### src/rtl/mem_rmw_pkg.sv
// -----------------------------------------------------------------------------
// mem_rmw_pkg
// Shared definitions for the data-memory read-modify-write sequencer:
//   - access size encodings as driven by the load/store stage
//   - FSM state encoding
//   - access latencies, counted from the acceptance edge to the done cycle
//   - the alignment rule applied when a request is accepted
// -----------------------------------------------------------------------------
package mem_rmw_pkg;

    localparam logic [1:0] SZ_BYTE = 2'b00;
    localparam logic [1:0] SZ_HALF = 2'b01;
    localparam logic [1:0] SZ_WORD = 2'b10;
    localparam logic [1:0] SZ_RSVD = 2'b11;

    typedef enum logic [2:0] {
        ST_IDLE,
        ST_READ,
        ST_MERGE,
        ST_WRITE,
        ST_RESP
    } state_t;

    localparam int LAT_ERR     = 1;
    localparam int LAT_WORD_ST = 2;
    localparam int LAT_LOAD    = 3;
    localparam int LAT_SUBW_ST = 4;

    // Reserved size, odd halfword address or non-word-aligned word address.
    function automatic logic is_misaligned(input logic [1:0] size,
                                           input logic [1:0] offset);
        return (size == SZ_RSVD) ||
               (size == SZ_HALF && offset[0]) ||
               (size == SZ_WORD && offset != 2'b00);
    endfunction

endpackage

### src/rtl/byte_lane_unit.sv
// -----------------------------------------------------------------------------
// byte_lane_unit
// Purely combinational big-endian lane logic (byte offset 0 = bits [31:24]).
// Ports:
//   i_word     - word read from RAM
//   i_offset   - byte offset within the word (addr[1:0])
//   i_size     - SZ_BYTE / SZ_HALF / SZ_WORD
//   i_sext     - sign-extend the extracted load value
//   i_st_data  - right-justified store data (byte uses [7:0], half [15:0])
//   o_merged   - i_word with the store data inserted in the addressed lane
//   o_load     - addressed lane, right-justified and extended
// -----------------------------------------------------------------------------
module byte_lane_unit
    import mem_rmw_pkg::*;
(
    input  logic [31:0] i_word,
    input  logic [1:0]  i_offset,
    input  logic [1:0]  i_size,
    input  logic        i_sext,
    input  logic [15:0] i_st_data,
    output logic [31:0] o_merged,
    output logic [31:0] o_load
);

    // Right-shift that brings the addressed lane down to bit 0:
    // byte offset o sits 8*(3-o) bits up, and ~o equals 3-o for two bits.
    logic [4:0]  w_sh_byte;
    logic [4:0]  w_sh_half;
    logic [7:0]  w_byte;
    logic [15:0] w_half;

    assign w_sh_byte = {~i_offset, 3'b000};
    assign w_sh_half = {~i_offset[1], 4'b0000};
    assign w_byte    = 8'(i_word >> w_sh_byte);
    assign w_half    = 16'(i_word >> w_sh_half);

    always_comb begin
        // NOTE: every output gets a default before the case so that no path
        // leaves it unassigned, which would otherwise infer a latch.
        o_merged = i_word;
        o_load   = i_word;
        case (i_size)
            SZ_BYTE: begin
                o_merged = (i_word & ~(32'h0000_00FF << w_sh_byte)) |
                           ({24'h0, i_st_data[7:0]} << w_sh_byte);
                o_load   = i_sext ? {{24{w_byte[7]}}, w_byte} : {24'h0, w_byte};
            end
            SZ_HALF: begin
                o_merged = (i_word & ~(32'h0000_FFFF << w_sh_half)) |
                           ({16'h0, i_st_data} << w_sh_half);
                o_load   = i_sext ? {{16{w_half[15]}}, w_half} : {16'h0, w_half};
            end
            default: ;
        endcase
    end

endmodule

### src/rtl/mem_rmw_ctrl.sv
// -----------------------------------------------------------------------------
// mem_rmw_ctrl
// Sequences MIPS32 loads/stores onto a word-wide synchronous RAM without byte
// enables. Sub-word stores are done as read-modify-write; the core is stalled
// through o_busy until the one-cycle o_done pulse.
// Ports:
//   i_clk, i_rst_n      - clock (rising edge), asynchronous active-low reset
//   i_req               - access request, held until o_done
//   i_we, i_size, i_sext, i_addr, i_wdata - access attributes (latched on accept)
//   o_rdata             - load result, held until the next successful load
//   o_busy              - stall to the core (i_req & ~o_done)
//   o_done, o_align_err - completion pulse and coincident misalignment flag
//   o_mem_addr, o_mem_rd, o_mem_wr, o_mem_wdata, i_mem_rdata - RAM interface
// -----------------------------------------------------------------------------
module mem_rmw_ctrl
    import mem_rmw_pkg::*;
#(
    parameter int ADDR_W = 10
) (
    input  logic              i_clk,
    input  logic              i_rst_n,
    input  logic              i_req,
    input  logic              i_we,
    input  logic [1:0]        i_size,
    input  logic              i_sext,
    input  logic [31:0]       i_addr,
    input  logic [31:0]       i_wdata,
    output logic [31:0]       o_rdata,
    output logic              o_busy,
    output logic              o_done,
    output logic              o_align_err,
    output logic [ADDR_W-1:0] o_mem_addr,
    output logic              o_mem_rd,
    output logic              o_mem_wr,
    output logic [31:0]       o_mem_wdata,
    input  logic [31:0]       i_mem_rdata
);

    state_t            r_state;
    logic              r_we;
    logic [1:0]        r_size;
    logic              r_sext;
    logic [1:0]        r_off;
    logic [15:0]       r_wdata;
    logic [31:0]       r_rdata;
    logic              r_done;
    logic              r_align_err;
    logic [ADDR_W-1:0] r_mem_addr;
    logic              r_mem_rd;
    logic              r_mem_wr;
    logic [31:0]       r_mem_wdata;

    logic [31:0]       w_merged;
    logic [31:0]       w_load;
    logic              w_misaligned;

    // Address bits above the RAM word address alias and are not decoded.
    logic              w_unused_addr;
    assign w_unused_addr = ^i_addr[31:ADDR_W+2];

    assign w_misaligned = is_misaligned(i_size, i_addr[1:0]);

    // RAM read data is valid in MERGE, which is the only state that uses
    // these outputs.
    byte_lane_unit u_lane (
        .i_word    (i_mem_rdata),
        .i_offset  (r_off),
        .i_size    (r_size),
        .i_sext    (r_sext),
        .i_st_data (r_wdata),
        .o_merged  (w_merged),
        .o_load    (w_load)
    );

    always_ff @(posedge i_clk or negedge i_rst_n) begin
        if (!i_rst_n) begin
            r_state     <= ST_IDLE;
            r_we        <= 1'b0;
            r_size      <= SZ_BYTE;
            r_sext      <= 1'b0;
            r_off       <= 2'b00;
            r_wdata     <= '0;
            r_rdata     <= '0;
            r_done      <= 1'b0;
            r_align_err <= 1'b0;
            r_mem_addr  <= '0;
            r_mem_rd    <= 1'b0;
            r_mem_wr    <= 1'b0;
            r_mem_wdata <= '0;
        end else begin
            // NOTE: state is updated with non-blocking assignments so every
            // register sees the pre-edge values; the defaults below make the
            // pulse outputs last one cycle unless a branch re-asserts them.
            r_done      <= 1'b0;
            r_align_err <= 1'b0;
            r_mem_rd    <= 1'b0;
            r_mem_wr    <= 1'b0;
            case (r_state)
                ST_IDLE: begin
                    if (i_req) begin
                        r_we       <= i_we;
                        r_size     <= i_size;
                        r_sext     <= i_sext;
                        r_off      <= i_addr[1:0];
                        r_wdata    <= i_wdata[15:0];
                        r_mem_addr <= i_addr[ADDR_W+1:2];
                        if (w_misaligned) begin
                            r_done      <= 1'b1;
                            r_align_err <= 1'b1;
                            r_state     <= ST_RESP;
                        end else if (i_we && i_size == SZ_WORD) begin
                            r_mem_wr    <= 1'b1;
                            r_mem_wdata <= i_wdata;
                            r_state     <= ST_WRITE;
                        end else begin
                            r_mem_rd <= 1'b1;
                            r_state  <= ST_READ;
                        end
                    end
                end
                ST_READ: r_state <= ST_MERGE;
                ST_MERGE: begin
                    if (r_we) begin
                        r_mem_wdata <= w_merged;
                        r_mem_wr    <= 1'b1;
                        r_state     <= ST_WRITE;
                    end else begin
                        r_rdata <= w_load;
                        r_done  <= 1'b1;
                        r_state <= ST_RESP;
                    end
                end
                ST_WRITE: begin
                    r_done  <= 1'b1;
                    r_state <= ST_RESP;
                end
                ST_RESP:  r_state <= ST_IDLE;
                default:  r_state <= ST_IDLE;
            endcase
        end
    end

    assign o_rdata     = r_rdata;
    assign o_done      = r_done;
    assign o_align_err = r_align_err;
    assign o_mem_addr  = r_mem_addr;
    assign o_mem_rd    = r_mem_rd;
    assign o_mem_wr    = r_mem_wr;
    assign o_mem_wdata = r_mem_wdata;
    assign o_busy      = i_req & ~r_done;

endmodule

### config.mk
export PLATFORM = sky130hd
export DESIGN_NAME = mem_rmw_ctrl
export DESIGN_NICKNAME = d
export VERILOG_FILES = /design/src/rtl/mem_rmw_pkg.sv /design/src/rtl/byte_lane_unit.sv /design/src/rtl/mem_rmw_ctrl.sv
export SDC_FILE = /design/constraint.sdc
export NUM_CORES = 1
export LEC_CHECK = 0
export CORE_MARGIN = 2
export CORE_UTILIZATION = 46
export CTS_BUF_LIST = sky130_fd_sc_hd__clkbuf_16
export DETAILED_ROUTE_END_ITERATION = 8
export MAX_ROUTING_LAYER = met4
export PLACE_DENSITY = 0.81
export SETUP_SLACK_MARGIN = 0.5
export SKIP_CTS_REPAIR_TIMING = 1
export SYNTH_ARGS = -nofsm -noshare
export SYNTH_HDL_FRONTEND = slang
export SYNTH_SLANG_ARGS = --single-unit
### constraint.sdc
create_clock -name i_clk -period 2.65 [get_ports i_clk]
set_clock_uncertainty 0.2 [all_clocks]
set_input_delay 0.3975 -clock i_clk [delete_from_list [all_inputs] [get_ports i_clk]]
set_output_delay 0.3975 -clock i_clk [all_outputs]
set_load 0.01 [all_outputs]
==> results.sh <==
export IMPL_status="complete, no violations"
export IMPL_cts_sinks=103
export IMPL_cts_buffers=9
export IMPL_ys_seq_area_share_pct=47.5
export IMPL_ys_warn_count=0
export IMPL_powerDensity_nw_per_um2=1190
export IMPL_route_detailed_drc=0
export IMPL_synth_top_cell_area_share_pct=47.5
export IMPL_gp_congestion=0.901
export IMPL_yosysMostFrequentCell="nand2_1"
export IMPL_ios=182
export IMPL_grt_setup_unrepaired="yes"
export IMPL_dp_hpwl_um=12700
export IMPL_period_minus_slack_ps=2140
export IMPL_start_kind="register"
export IMPL_clk_pin_slew_ps=70
export IMPL_hp_class="in2reg"
export IMPL_setup_viol=0
export IMPL_drt_initial_drc_count=539
export IMPL_criticalPathCategory="reg2reg"
export IMPL_routedWlPerCell_um=20.1
export IMPL_cts_root_buf="clkbuf_16"
export IMPL_crit_arrival_ps=2170
export IMPL_async_reset_ff_share_pct=100
export IMPL_cp_top_family="compound AO/OA/AOI/OAI gates"
export IMPL_cts_tree="yes"
export IMPL_grt_pass1_vias=5320
export IMPL_place_inst=864
export IMPL_die_h_um=113
export IMPL_slew_violations=0
export IMPL_synth_top_cells_by_count="nand2_1, dfrtp_1, nor2_1, nand3_1, o21ai_0"
export IMPL_finalWorstSetupSlack_ps=510
export IMPL_timing_fmax_mhz=467
export IMPL_diodes=0
export IMPL_fp_row_count=39
export IMPL_cp_end_kind="register"
export IMPL_max_cap_violations=0
export IMPL_yosysTopAreaCell="dfrtp_1"
export IMPL_worstMarginPinSlew_ps=662
export IMPL_overflow=0
export IMPL_slew_headroom_pct=55.6
export IMPL_synthesis_nets=689
export IMPL_hold_ws_ps=244
export IMPL_cp_depth=5
export IMPL_final_util_pct=66.5
export IMPL_core_um2=11500
export IMPL_grt_max_degree=66
export IMPL_fin_cells=882
export IMPL_place_ws_ps=151
export IMPL_finalCritPeriodShare_pct=80.8
export IMPL_ant_nets=0
export IMPL_n_fill_cell=920
export IMPL_insertion_delay_ps=350
export IMPL_finalNetCount=837
export IMPL_crit_fanout=19
export IMPL_crit_required_ps=2680
export IMPL_cpMaxStageDelayCell="a221oi_1"
export IMPL_multi_input_area_um2=2680
export IMPL_synth_cell_type_count=42
export IMPL_io_buffers=161
export IMPL_register_area_um2=2580
export IMPL_wl_met3_um=1480
export IMPL_r2r_cells=5
export IMPL_yosys_top_cells_area="dfrtp_1, nand2_1, mux2i_1, nor2_1, a221oi_1"
export IMPL_antenna_found_initial=0
export IMPL_dr_max_layer_used="met4"
export IMPL_setup_tns_ps=0
export IMPL_synthCells=586
export IMPL_clockBufferDepth=2
export IMPL_hold_viol=0
export IMPL_fp_dieW_um=113
export IMPL_critPathBufInv=1
export IMPL_viasPerCell=5.95
export IMPL_synth_seq_cells=103
export IMPL_initial_utilization_pct=47.4
export IMPL_syn_to_final_growth_pct=40.5
export IMPL_critical_path_max_stage_delay_ps=510
export IMPL_design_die_area_um2=12700
export IMPL_p_leak_uw=0.00328
export IMPL_drive_above_1_share_pct=12.3
export IMPL_firstDrtPassIters=6
export IMPL_ir_worst_vdd_uv=597
export IMPL_ys_flop_type="dfrtp_1"
export IMPL_dr_wl_met2_um=8290
export IMPL_grt_pass1_wl_um=28100
export IMPL_worstPathCellList="buf_4 -> nor2b_1 -> o21ai_1 -> a221oi_1 -> o31ai_2"
export IMPL_drt_met1_wl_um=7770
export IMPL_wl_um=17800
export IMPL_synth_edf_count=0
export IMPL_htreeDepth=3
export IMPL_syn_area_um2=5430
export IMPL_syn_area_per_cell_um2=9.27
export IMPL_grtUsageTotal_pct=28.9
export IMPL_vias=5244
export IMPL_worst_hold_path_num_cells=3
worst paths after layout:
kind / slack [ps] / start / to
worst max register to register: 510 / r_size[1] / o_mem_wdata[11]
worst max-delay path: 510 / r_size[1] / o_mem_wdata[11]
min in group asynchronous: 370 / i_rst_n / o_rdata[18]
worst min register to register: 290 / o_mem_wdata[23] / o_mem_wdata[23]
max in group asynchronous: 1190 / i_rst_n / r_state[1]
worst min-delay path: 240 / i_req / r_state[1]
cell type report:
type	count	area share [%]
clock buffer	9	2.95
clock inverter	7	1.26
inverter	6	0.295
multi-input combinational	428	35.1
sequential	103	33.8
tap	143	2.34
timing repair buffer	186	24.2
worst min-delay path, stage by stage:
cell	delay (ps)
dlymetal6s2s_1	160
nand4_1	110
a221oi_1	70
layout by cell type, fill, tap and decap left out, types with 2 or more instances in the layout:
| cell type | Yosys | final |
|---|---|---|
| nor2b_1 | 6 | 6 |
| bufinv_16 | 0 | 2 |
| nor2_1 | 64 | 64 |
| o21ai_0 | 36 | 36 |
| a211oi_2 | 0 | 5 |
| inv_1 | 6 | 6 |
| a22oi_1 | 17 | 17 |
| nand2_1 | 104 | 104 |
| buf_12 | 0 | 3 |
| mux2_2 | 10 | 10 |
| mux2i_1 | 25 | 25 |
| clkbuf_16 | 0 | 9 |
| buf_6 | 4 | 2 |
| a221oi_1 | 24 | 22 |
| clkinvlp_4 | 0 | 2 |
| a22o_1 | 17 | 17 |
| and3_1 | 7 | 7 |
| nand2b_1 | 9 | 9 |
| a211oi_1 | 8 | 3 |
| o21a_1 | 7 | 7 |
| nor3_1 | 3 | 3 |
| dfrtp_2 | 0 | 4 |
| nor2_2 | 2 | 2 |
| o31ai_2 | 15 | 15 |
| a221oi_2 | 0 | 2 |
| buf_4 | 2 | 20 |
| o2111ai_1 | 2 | 2 |
| dfrtp_1 | 103 | 99 |
| clkdlybuf4s50_1 | 0 | 159 |
| a21oi_1 | 13 | 12 |
| nand3_1 | 39 | 39 |
| or2_2 | 3 | 3 |
logic make-up after synthesis:
family                 Yosys count  synth area share, %
DFF                            103                 47.5
buffers and inverters           56                 4.88
AOI/OAI and AO/OA              144                 20.1
and+or+nand+nor                247                 20.5
muxes                           36                 7.10
per-layer routing:
layer / up-vias / GRT usage [%]
met2: 260 / 44.5
met4: 0 / 6.59
met5: - / -
met3: 22 / 6.16
met1: 2586 / 39.6
li1: 2376 / -
power breakdown:
group          switching (uW)  internal [uW]
clock                     613            830
combinational            2390           2270
sequential                671           2310
total                    3670           5410
state kept, by name, indices dropped and copies added (netlist names):
signal and cells:
r_we 1, o_mem_wdata 32, r_off 2, r_sext 1, o_align_err 1, r_wdata 16
o_mem_rd 1, o_mem_addr 10, r_state 3, o_rdata 32, o_done 1, o_mem_wr 1
r_size 2
stage by stage:
stage               cell area, um2  total power (uW)
CTS                           7540              8980
global route                  7630              9640
detailed placement            7220              7510
finish                        7630              9080
global placement              7220              7360
floorplan                     5430              5400
(Power assumes the default switching activity.)
